<file path="src/rtl/uart_rx_8n1.sv">
// 8N1 asynchronous receiver: 16x oversampling with a 3-sample majority vote,
// one-entry valid/ready holding register, framing-error and overrun pulses.
module uart_rx_8n1 #(
   parameter int CLK_HZ = 50000000,
   parameter int BAUD   = 1200
) (
   input  logic       clk_50m,
   input  logic       rst_n,
   input  logic       ser_rx,
   output logic [7:0] rx_data,
   output logic       rx_valid,
   input  logic       rx_ready,
   output logic       rx_frame_err,
   output logic       rx_overrun,
   output logic       rx_busy
);

   localparam int              DIV  = CLK_HZ / (16 * BAUD);
   localparam int              TW   = $clog2(DIV);
   localparam logic [TW-1:0]   TMAX = TW'(DIV - 1);

   typedef enum logic [2:0] {
      ST_IDLE  = 3'd0,
      ST_START = 3'd1,
      ST_DATA  = 3'd2,
      ST_STOP  = 3'd3,
      ST_BREAK = 3'd4
   } state_e;

   state_e        state_q, state_d;
   logic          sync1_q, sync2_q;
   logic [TW-1:0] tcnt_q, tcnt_d;
   logic [3:0]    scnt_q, scnt_d;
   logic [2:0]    bidx_q, bidx_d;
   logic [7:0]    shreg_q, shreg_d;
   logic          smp7_q, smp7_d, smp8_q, smp8_d;
   logic [7:0]    rx_data_q, rx_data_d;
   logic          rx_valid_q, rx_valid_d;
   logic          ferr_q, ferr_d;
   logic          ovr_q, ovr_d;
   logic          busy_q, busy_d;

   logic          rxs_s, tick_s, maj_s;
   logic [3:0]    scnt_now_s;
   logic          shift_s, stop_ok_s, stop_bad_s;

   assign rxs_s      = sync2_q;
   assign tick_s     = (tcnt_q == TMAX);
   // Decisions use the count this tick advances to, so the detecting tick is sample 0.
   assign scnt_now_s = scnt_q + 4'd1;
   assign maj_s      = (smp7_q & smp8_q) | (smp7_q & rxs_s) | (smp8_q & rxs_s);

   // FSM state register
   always_ff @(posedge clk_50m or negedge rst_n) begin
      if (!rst_n) begin
         state_q <= ST_IDLE;
      end else begin
         state_q <= state_d;
      end
   end

   // FSM next-state logic, advancing only on oversample ticks
   always_comb begin
      state_d = state_q;
      if (tick_s) begin
         case (state_q)
            ST_IDLE: begin
               if (!rxs_s) state_d = ST_START;
               else        state_d = ST_IDLE;
            end
            ST_START: begin
               if ((scnt_now_s == 4'd9) && maj_s) state_d = ST_IDLE;
               else if (scnt_now_s == 4'd15)      state_d = ST_DATA;
               else                               state_d = ST_START;
            end
            ST_DATA: begin
               if ((scnt_now_s == 4'd15) && (bidx_q == 3'd7)) state_d = ST_STOP;
               else                                           state_d = ST_DATA;
            end
            ST_STOP: begin
               if (scnt_now_s == 4'd9) state_d = maj_s ? ST_IDLE : ST_BREAK;
               else                    state_d = ST_STOP;
            end
            ST_BREAK: begin
               if (rxs_s) state_d = ST_IDLE;
               else       state_d = ST_BREAK;
            end
            default: state_d = ST_IDLE;
         endcase
      end else begin
         state_d = state_q;
      end
   end

   // FSM outputs: data-bit shift and stop-bit verdict strobes
   always_comb begin
      shift_s    = 1'b0;
      stop_ok_s  = 1'b0;
      stop_bad_s = 1'b0;
      if (tick_s) begin
         case (state_q)
            ST_DATA: shift_s = (scnt_now_s == 4'd9);
            ST_STOP: begin
               stop_ok_s  = (scnt_now_s == 4'd9) &  maj_s;
               stop_bad_s = (scnt_now_s == 4'd9) & ~maj_s;
            end
            default: begin
               shift_s    = 1'b0;
               stop_ok_s  = 1'b0;
               stop_bad_s = 1'b0;
            end
         endcase
      end else begin
         shift_s    = 1'b0;
         stop_ok_s  = 1'b0;
         stop_bad_s = 1'b0;
      end
   end

   // Datapath next-state: counters, samples, shift register, holding register
   always_comb begin
      tcnt_d     = tick_s ? {TW{1'b0}} : (tcnt_q + TW'(1));
      scnt_d     = scnt_q;
      bidx_d     = bidx_q;
      smp7_d     = smp7_q;
      smp8_d     = smp8_q;
      shreg_d    = shreg_q;
      rx_data_d  = rx_data_q;
      rx_valid_d = rx_valid_q;
      ovr_d      = 1'b0;
      ferr_d     = stop_bad_s;
      busy_d     = (state_d != ST_IDLE);

      if (tick_s) begin
         scnt_d = (state_q == ST_IDLE) ? 4'd0 : scnt_now_s;
         if (scnt_now_s == 4'd7) smp7_d = rxs_s;
         else                    smp7_d = smp7_q;
         if (scnt_now_s == 4'd8) smp8_d = rxs_s;
         else                    smp8_d = smp8_q;
         if (state_q == ST_START)                                bidx_d = 3'd0;
         else if ((state_q == ST_DATA) && (scnt_now_s == 4'd15)) bidx_d = bidx_q + 3'd1;
         else                                                    bidx_d = bidx_q;
      end else begin
         scnt_d = scnt_q;
      end

      if (shift_s) shreg_d = {maj_s, shreg_q[7:1]};
      else         shreg_d = shreg_q;

      // A completed byte may replace one being consumed on the same clock.
      if (stop_ok_s) begin
         if (!rx_valid_q || rx_ready) begin
            rx_data_d  = shreg_q;
            rx_valid_d = 1'b1;
         end else begin
            ovr_d = 1'b1;
         end
      end else if (rx_valid_q && rx_ready) begin
         rx_valid_d = 1'b0;
      end else begin
         rx_valid_d = rx_valid_q;
      end
   end

   // Datapath registers, including the input synchroniser
   always_ff @(posedge clk_50m or negedge rst_n) begin
      if (!rst_n) begin
         sync1_q    <= 1'b1;
         sync2_q    <= 1'b1;
         tcnt_q     <= {TW{1'b0}};
         scnt_q     <= 4'd0;
         bidx_q     <= 3'd0;
         smp7_q     <= 1'b1;
         smp8_q     <= 1'b1;
         shreg_q    <= 8'h00;
         rx_data_q  <= 8'h00;
         rx_valid_q <= 1'b0;
         ferr_q     <= 1'b0;
         ovr_q      <= 1'b0;
         busy_q     <= 1'b0;
      end else begin
         sync1_q    <= ser_rx;
         sync2_q    <= sync1_q;
         tcnt_q     <= tcnt_d;
         scnt_q     <= scnt_d;
         bidx_q     <= bidx_d;
         smp7_q     <= smp7_d;
         smp8_q     <= smp8_d;
         shreg_q    <= shreg_d;
         rx_data_q  <= rx_data_d;
         rx_valid_q <= rx_valid_d;
         ferr_q     <= ferr_d;
         ovr_q      <= ovr_d;
         busy_q     <= busy_d;
      end
   end

   assign rx_data      = rx_data_q;
   assign rx_valid     = rx_valid_q;
   assign rx_frame_err = ferr_q;
   assign rx_overrun   = ovr_q;
   assign rx_busy      = busy_q;

endmodule
</file>
<file path="config.mk">
export PLATFORM = sky130hd
export DESIGN_NAME = uart_rx_8n1
export DESIGN_NICKNAME = d
export VERILOG_FILES = /design/src/rtl/uart_rx_8n1.sv
export SDC_FILE = /design/constraint.sdc
export NUM_CORES = 1
export LEC_CHECK = 0
export BUFFER_PORTS_ARGS = -buffer_cell sky130_fd_sc_hd__buf_4
export CAP_MARGIN = 20
export CORE_UTILIZATION = 53
export DETAILED_ROUTE_END_ITERATION = 8
export GPL_TIMING_DRIVEN = 0
export PLACE_DENSITY = 0.81
export SLEW_MARGIN = 0
export SYNTH_ARGS = -nofsm -noshare
export SYNTH_HDL_FRONTEND = slang
export SYNTH_SLANG_ARGS = --single-unit
</file>
<file path="constraint.sdc">
create_clock -name clk_50m -period 2.05 [get_ports clk_50m]
set_input_delay 0.205 -clock clk_50m [delete_from_list [all_inputs] [get_ports clk_50m]]
set_output_delay 0.205 -clock clk_50m [all_outputs]
set_load 0.02 [all_outputs]
</file>
==> results of run 1 <==
## power by group
group / internal, mW / switching, mW / total, mW
logic: 0.00519 / 0.0170 / 0.0222
registers: 0.910 / 0.00165 / 0.912
clock network: 0.236 / 0.288 / 0.525
total: 1.15 / 0.307 / 1.46
## kinds of logic (layout without fill, tap and decap cells)
kind of cell | Yosys count | count (layout) | share of synthesized area
AO/OA/AOI/OAI | 25 | 25 | 0.0758
XOR/XNOR | 11 | 11 | 0.0449
adder cells (fa/ha/maj) | 8 | 8 | 0.0455
buffers and inverters | 8 | 43 | 0.0157
flip-flops | 46 | 46 | 0.539
multiplexers | 20 | 20 | 0.104
AND/OR/NAND/NOR | 65 | 65 | 0.175
## worst reg2reg max path, cell delays in order (launching register included)
cell and delay (ns):
dfrtp_1 0.41, or3_4 0.39, nor3_4 0.28, buf_4 0.18, nand2_2 0.07, nor2_4 0.26
mux2_2 0.38
## state kept, by name, indices dropped and copies added, names as in the netlist, 3 cells and up
| name | flops |
|---|---|
| shreg_q | 8 |
| scnt_q | 4 |
| bidx_q | 3 |
| state_q | 3 |
| tcnt_q | 12 |
| rx_data | 8 |
## worst min-delay path by stage
| stage | end | from | slack, ns | depth (start not counted) |
|---|---|---|---|---|
| final | sync1_q | ser_rx | 0.02 | 1 |
| after floorplan | bidx_q[0] | rst_n | -0.09 | 0 |
| after global routing | sync1_q | ser_rx | 0.004 | 1 |
| after CTS | sync1_q | ser_rx | 0.01 | 1 |
| after global placement | bidx_q[0] | rst_n | 0.22 | 1 |
| after detailed placement | bidx_q[2] | rst_n | 0.24 | 1 |
## layout make-up
class / count / area share
plain buffers: 3 / 0.00734
clock buffers: 6 / 0.0284
clock inverters: 2 / 0.00391
inverters: 5 / 0.00734
multi-input cells: 129 / 0.394
flip-flops and latches: 46 / 0.454
well taps: 48 / 0.0235
repair buffers: 27 / 0.0817
## stage by stage
step,utilization,setup WS (ns),power [mW]
finish,0.678,-0.0295,1.46
global route,0.678,-0.0886,1.51
CTS,0.651,-0.00974,1.48
detailed placement,0.615,-0.265,0.952
global placement,0.615,-0.124,0.950
floorplan,-,0.108,0.930
## routing by layer
metal / GRT usage / share of wire
met1: 0.248 / 0.43
met2: 0.372 / 0.53
met3: 0.0486 / 0.033
met4: 0.0788 / 0.011
met5: 0 / 0
## cells in the final DEF, fill, tap and decap left out, types with 2 or more instances in the layout
| cell | n |
|---|---|
| a22o_1 | 2 |
| a31oi_1 | 2 |
| and2_1 | 2 |
| and3_1 | 6 |
| buf_4 | 27 |
| clkbuf_1 | 2 |
| clkbuf_8 | 5 |
| clkinv_2 | 2 |
| dfrtp_1 | 39 |
| dfrtp_2 | 3 |
| dfstp_2 | 4 |
| ha_1 | 6 |
| inv_1 | 5 |
| mux2_2 | 15 |
| mux2_4 | 4 |
| nand2_1 | 14 |
| nand2b_1 | 5 |
| nand3_1 | 9 |
| nand4b_1 | 2 |
| nor2_1 | 10 |
| nor2b_1 | 2 |
| o21ai_0 | 9 |
| or3_1 | 2 |
| xnor2_1 | 6 |
| xor2_1 | 5 |
## repair_timing
item	4_1_cts	5_1_grt
hold buffers	1	0
endpoints found under the setup margin	17	29
gates resized for setup	7	14
setup buffers	3	8
hold endpoints to repair	42	0
pin swaps	2	3
==> metrics.txt, run 1 <==
outcome=complete, but fails checks; failing checks=negative setup slack; mapped cell area=0.00215 mm2; Vias=1483; leakage power=1.27 nW; worst rel slew slack=0.627; largest cells by area after synthesis=dfrtp_1 49%, mux2_2 10%, dfstp_2 4.9%, ha_1 4.1%, nand2_1 2.6%; commonest register cell after synthesis=dfrtp_1; Power Dens Cells=570 mW/mm2; cell count along the critical path=6; Die H=65.6 um; Layout area overhead=19.2%; Finished Cell Area=0.00256 mm2; drt pass-1 iters=4; clock tree buffer depth=2; crit-path cells=or3_4 > nor3_4 > buf_4 > nand2_2 > nor2_4 > mux2_2; #FFs+latches synth=46; Post-synth EDFFs=0; WHS=0.0203 ns; global-route wire length before repair=6750 um; Synth top cells by count=42 x dfrtp_1, 19 x mux2_2, 15 x nand2_1; Post-Syn Nets=194; area occupied by multi-input gates=0.00101 mm2; placer congestion estimate=0.859; layout cell share with drive strength beyond 1=0.330; RSZ-0062 raised after global routing=true; die area=0.00431 mm2; clock root buffer master=clkbuf_8; Initial Util=0.569; register area=0.00116 mm2; vias in the first global route=1507; post-synth top area share=0.490; final worst slack=-0.0295 ns; CTS H-Tree Depth=2; Synth Instances=183; routed len/inst=16.2 um; CP Data Arrival Time=2.27 ns; Worst-Margin Slew=0.559 ns; WP buf/inv=1; crit path to=shreg_q[4]; kind of critical path=register to register; Placed Cells=246; Final Non-Filler Cells=266; Final Max Tran Viols=0; Worst-Skew Late Latency=0.30 ns; initial antenna violation count=0; die width=65.6 um; Total GRT Usage=0.212; RR Startpoint=tcnt_q[6]; CTS tree=done; Yosys warning count=0; GRT overflow=0; register area share after synthesis=0.539; skew final=0.0105 ns; setup_tns=-0.193 ns; Min Clock Period, post-route=2.08 ns; # clock sinks=46; Worst Path Required=2.24 ns; Post-DP HPWL=2880 um; crit path from=tcnt_q[6]; First DRT Iteration DRCs=133; peak supply drop=552 uV; Peak Freq=481 MHz; Max Fanout on Critical Path=8; Startpoint Class=register; DRC errors left=0; r2r worst-path depth=6; Hold WC Path Type=input port to register; RR Endpoint=shreg_q[4]; I/O pin cnt=16; layout filler cell count=263; wirelength, routed=4300 um; final setup fails=9; Hold Vio Cnt, Final=0; area of the core=0.00377 mm2; Tcrit/Tclk final=1.01; Num CTS Buffers=5; DRT antenna net count=0; Final nets=228; Post-Syn Area per Cell=11.7 um2; Max-Cap Viols=0; clock transition at the registers of the reported paths=0.08 ns; cell family with most CP delay=simple AND/OR/NAND/NOR gates; async set-reset flop share out of synthesis=1.00; ANT cells=0; crit end category=register; R2R Setup Slk=-0.03 ns; largest net degree at the start of global routing=47; most frequent cell after synthesis=dfrtp_1; Crit-path slowest cell=dfrtp_1; FP Rows=22; via-per-instance ratio=5.58; leading area contributor after synthesis=dfrtp_1; IO buf count=15; DP Area=0.00232 mm2; post-synth cell types=44; Max stage delay on crit path=0.41 ns
(Power assumes the default switching activity.)
==> run 2, diff against run 1 <==
--- a/config.mk
+++ b/config.mk
@@ -10,7 +10,7 @@
 export CORE_UTILIZATION = 53
 export DETAILED_ROUTE_END_ITERATION = 8
 export GPL_TIMING_DRIVEN = 0
-export PLACE_DENSITY = 0.81
+export PLACE_DENSITY = 0.8
 export SLEW_MARGIN = 0
 export SYNTH_ARGS = -nofsm -noshare
 export SYNTH_HDL_FRONTEND = slang
==> run 2 against run 1 <==
Effect of this change:
- the run now ends clean
- sequential power about the same
- via count increased by 5.5%
- core utilization increased by 1.5 points
- register-to-register slack improved by 0.06 ns
- clock skew decreased by 0.0031 ns
- maximum frequency increased by 3.1%
- final cell count increased by 1.5%
- cell area increased by 2.2%
- die area unchanged
- non-clock buffer count increased by 4
- worst setup slack improved by 0.063 ns
- wire length increased by 6.4%
- critical path type unchanged
- critical endpoint is now shreg_q[7]
- largest cell class unchanged
==> metrics.txt, run 2 (synthesized netlist as in run 1, its figures left out) <==
outcome=finished, final reports clean; Worst Path Required=2.22 ns; Tcrit/Tclk final=0.984; Hold Vio Cnt, Final=0; Post-DP HPWL=2920 um; crit path to=shreg_q[7]; peak supply drop=436 uV; Pwr Total=1.48 mW; Min Clock Period, post-route=2.02 ns; RSZ-0062 raised after global routing=true; DRC errors left=0; vias in the first global route=1481; via-per-instance ratio=5.80; Placed Cells=246; Die H=65.6 um; RR Endpoint=shreg_q[7]; Largest Register=tcnt_q; skew final=0.00737 ns; register area=0.00116 mm2; layout filler cell count=257; worst rel slew slack=0.633; leakage power=1.30 nW; Final Util=0.693; Max Fanout on Critical Path=10; R2R Setup Slk=0.03 ns; Final Max Tran Viols=0; layout cell share with drive strength beyond 1=0.365; I/O pin cnt=16; CTS tree=done; initial antenna violation count=0; global-route wire length before repair=6880 um; FP Rows=22; Layout area overhead=21.7%; CP Data Arrival Time=2.19 ns; die area=0.00431 mm2; Worst-Skew Late Latency=0.29 ns; area of the core=0.00377 mm2; area occupied by multi-input gates=0.00101 mm2; Power Dens Cells=568 mW/mm2; Startpoint Class=register; placer congestion estimate=0.845; kind of critical path=register to register; CTS H-Tree Depth=2; Finished Cell Area=0.00261 mm2; Vias=1565; GRT overflow=0; clock transition at the registers of the reported paths=0.09 ns; # clock sinks=46; crit end category=register; max reg flops=12; crit path from=scnt_q[0]; die width=65.6 um; most frequent cells in the layout=40 x dfrtp_1, 27 x buf_4, 18 x mux2_2; Hold WC Path Type=input port to register; DP Area=0.00232 mm2; commonest non-fill, non-tap cell in the layout=dfrtp_1; Worst-Margin Slew=0.551 ns; Final nets=232; setup_tns=0 ns; First DRT Iteration DRCs=89; wirelength, routed=4570 um; clock root buffer master=clkbuf_8; DRT antenna net count=0; Initial Util=0.569; routed len/inst=16.9 um; Max-Cap Viols=0; RR Startpoint=scnt_q[0]; clock tree buffer depth=2; r2r worst-path depth=7; Total GRT Usage=0.214; Final Non-Filler Cells=270; final setup fails=0; largest net degree at the start of global routing=47; drt pass-1 iters=5; Num CTS Buffers=5; IO buf count=15; ANT cells=0; Peak Freq=496 MHz
[run 2: cell types whose count changed in the layout (fill, tap and decap cells not counted), moves of 2 or more]
cell      before  now
mux2_2        15   18
clkbuf_1       2    0
ha_1           6    4
buf_6          1    4
ha_2           1    3
nand2_2        1    3
nand2_1       14   12
mux2_4         4    1
[run 2: stage by stage]
| step | setup slack [ns] | hold WS [ns] |
|---|---|---|
| 2_1_floorplan | 0.108 | -0.0906 |
| 3_3_place_gp | -0.126 | 0.219 |
| 3_5_place_dp | -0.239 | 0.236 |
| 4_1_cts | 0.00489 | 0.00955 |
| 5_1_grt | -0.102 | 0.297 |
| 6_report | 0.0331 | 0.290 |
[run 2: power breakdown]
group          switching [mW]  internal (mW)
registers             0.00161          0.910
clock network           0.308          0.240
logic                  0.0173        0.00643
total                   0.327           1.16
[run 2: worst min path at each step]
stage	startpoint	endpoint	slack [ns]	depth (start not counted)
after floorplan	rst_n	bidx_q[0]	-0.09	0
after global placement	rst_n	bidx_q[0]	0.22	1
after detailed placement	rst_n	scnt_q[3]	0.24	1
after CTS	ser_rx	sync1_q	0.01	1
after global routing	rx_ready	rx_valid	0.30	3
final	rx_ready	rx_overrun	0.29	3
[run 2: cell type report]
cell class	count	area share
tap	48	0.0230
inverter	5	0.00718
clock inverter	3	0.00718
sequential	46	0.443
buffer	3	0.00910
clock buffer	5	0.0263
timing repair buffer	31	0.0953
multi-input combinational	129	0.388
[run 2: worst max-delay path: stages, from the launching register on]
cell	delay, ns
dfrtp_1	0.44
ha_2	0.22
buf_6	0.14
nand3b_1	0.22
o21ai_4	0.14
nand2_2	0.11
nor2_4	0.25
mux2_2	0.39
[run 2: what timing repair did]
| item | 4_1_cts | 5_1_grt |
|---|---|---|
| gates resized for setup | 6 | 22 |
| endpoints found under the setup margin | 18 | 29 |
| endpoints found under the hold margin | 42 | 1 |
| buffers inserted | 5 | 9 |
| hold buffers | 1 | 1 |
| pin swaps | 2 | 8 |
[run 2: layer usage]
metal / share of wire / GRT usage
met1: 0.40 / 0.251
met5: 0 / 0
met3: 0.042 / 0.0538
met4: 0.016 / 0.0679
met2: 0.54 / 0.379
==> run 3, diff against run 2 <==
--- a/config.mk
+++ b/config.mk
@@ -11,6 +11,7 @@
 export DETAILED_ROUTE_END_ITERATION = 8
 export GPL_TIMING_DRIVEN = 0
 export PLACE_DENSITY = 0.8
+export SETUP_SLACK_MARGIN = 0.4
 export SLEW_MARGIN = 0
 export SYNTH_ARGS = -nofsm -noshare
 export SYNTH_HDL_FRONTEND = slang
==> run 3 against run 2 <==
Effect of this change:
- maximum frequency is 2.0% higher
- clock power increased by 7.5%
- flip-flop and latch count did not move
- register-to-register slack improved by 0.04 ns
==> metrics.txt, run 3 (synthesized netlist as in run 1, its figures left out) <==
Final nets=252; commonest non-fill, non-tap cell in the layout=buf_4; die width=65.6 um; routed len/inst=18.7 um; most frequent cells in the layout=40 x buf_4, 35 x dfrtp_1, 12 x nand2_1; layout cell share with drive strength beyond 1=0.512; Layout area overhead=40.2%; worst rel slew slack=0.623; wirelength, routed=5420 um; kind of critical path=register to register; Vias=1648; Initial Util=0.569; Max stage delay on crit path=0.46 ns; Startpoint Class=register; leakage power=1.45 nW; layout filler cell count=209; Tcrit/Tclk final=0.964; Max-Cap Viols=0; Peak Freq=506 MHz; RSZ-0062 raised after global routing=true; Placed Cells=246; outcome=finished, final reports clean; global-route wire length before repair=7270 um; placer congestion estimate=0.849; Worst-Margin Slew=0.566 ns; ANT cells=0; I/O pin cnt=16; die area=0.00431 mm2; drt pass-1 iters=4; First DRT Iteration DRCs=116; clock root buffer master=clkbuf_8; Num CTS Buffers=5; register area=0.00116 mm2; initial antenna violation count=0; IO buf count=15; Post-DP HPWL=2750 um; via-per-instance ratio=5.68; skew final=0.00181 ns; Worst-Skew Late Latency=0.30 ns; vias in the first global route=1570; Hold WC Path Type=input port to register; clock transition at the registers of the reported paths=0.09 ns; peak supply drop=539 uV; CTS H-Tree Depth=2; Total GRT Usage=0.229; Worst Path Required=2.24 ns; clock tree buffer depth=2; crit-path cells=buf_4 > buf_6 > nand2_8 > a21boi_4 > o21ai_4 > and2_4 > nand4_4 > mux2_4; Min Clock Period, post-route=1.98 ns; Die H=65.6 um; Final Non-Filler Cells=290; WHS=0.0124 ns; Hold Vio Cnt, Final=0; DRT antenna net count=0; Final Max Tran Viols=0; Largest Register=tcnt_q; setup_tns=0 ns; CP Data Arrival Time=2.16 ns; # clock sinks=46; Max Fanout on Critical Path=8; Power Dens Cells=507 mW/mm2; crit end category=register; area occupied by multi-input gates=0.00119 mm2; CTS tree=done; Pwr Total=1.53 mW; Crit-path slowest cell=dfrtp_2; DRC errors left=0; FP Rows=22; GRT overflow=0; max reg flops=12; area of the core=0.00377 mm2; largest net degree at the start of global routing=47; final setup fails=0
-- run 3: timing repair --
action / CTS / global route
hold buffers: 1 / 0
endpoints found under the setup margin: 38 / 38
gates resized for setup: 29 / 44
endpoints found under the hold margin: 42 / 0
pin swaps: 8 / 12
setup buffers: 13 / 22
-- run 3: final timing paths --
kind                         endpoint  cells after the start      start  slack [ns]
setup / recovery           rx_data[2]                      8  scnt_q[1]        0.07
hold / removal                sync1_q                      1     ser_rx        0.01
setup reg to reg           rx_data[2]                      8  scnt_q[1]        0.07
hold reg to reg                 rxs_s                      0    sync1_q        0.37
max in group asynchronous   scnt_q[0]                      2      rst_n        1.20
min in group asynchronous   bidx_q[0]                      2      rst_n        0.43
-- run 3: layout make-up --
cell class / count / area share
multi-input cells: 129 / 0.395
flip-flops and latches: 46 / 0.387
repair buffers: 51 / 0.146
clock buffers: 7 / 0.0287
well taps: 48 / 0.0200
plain buffers: 3 / 0.0137
inverters: 5 / 0.00624
clock inverters: 1 / 0.00291
-- run 3: through the flow --
stage	utilization	worst slack, ns	cell area (um2)
floorplan	-	0.229	2180
global placement	0.624	0.0432	2350
detailed placement	0.624	-0.0142	2350
CTS	0.708	0.110	2670
global route	0.798	0.0199	3010
finish	0.798	0.0728	3010
-- run 3: routing by layer --
layer  global-route usage  vias to the layer above  share of wire
met5                    0                        -              0
met4               0.0897                        0          0.017
met3               0.0469                       12          0.029
met2                0.386                       40           0.55
met1                0.285                      833           0.40
li1                     -                      763              -
-- run 3: power breakdown --
group	switching (mW)	internal (mW)	total, mW
clock network	0.311	0.279	0.590
logic	0.0173	0.00519	0.0225
registers	0.00286	0.910	0.913
total	0.331	1.19	1.53
-- run 3: worst max-delay path: cells and delay by family, from the launching register on --
kind | cells | cell delay [ns]
flops | 1 | 0.46
simple gates | 3 | 0.44
mux | 1 | 0.35
buf+inv | 2 | 0.30
compound gates | 2 | 0.30
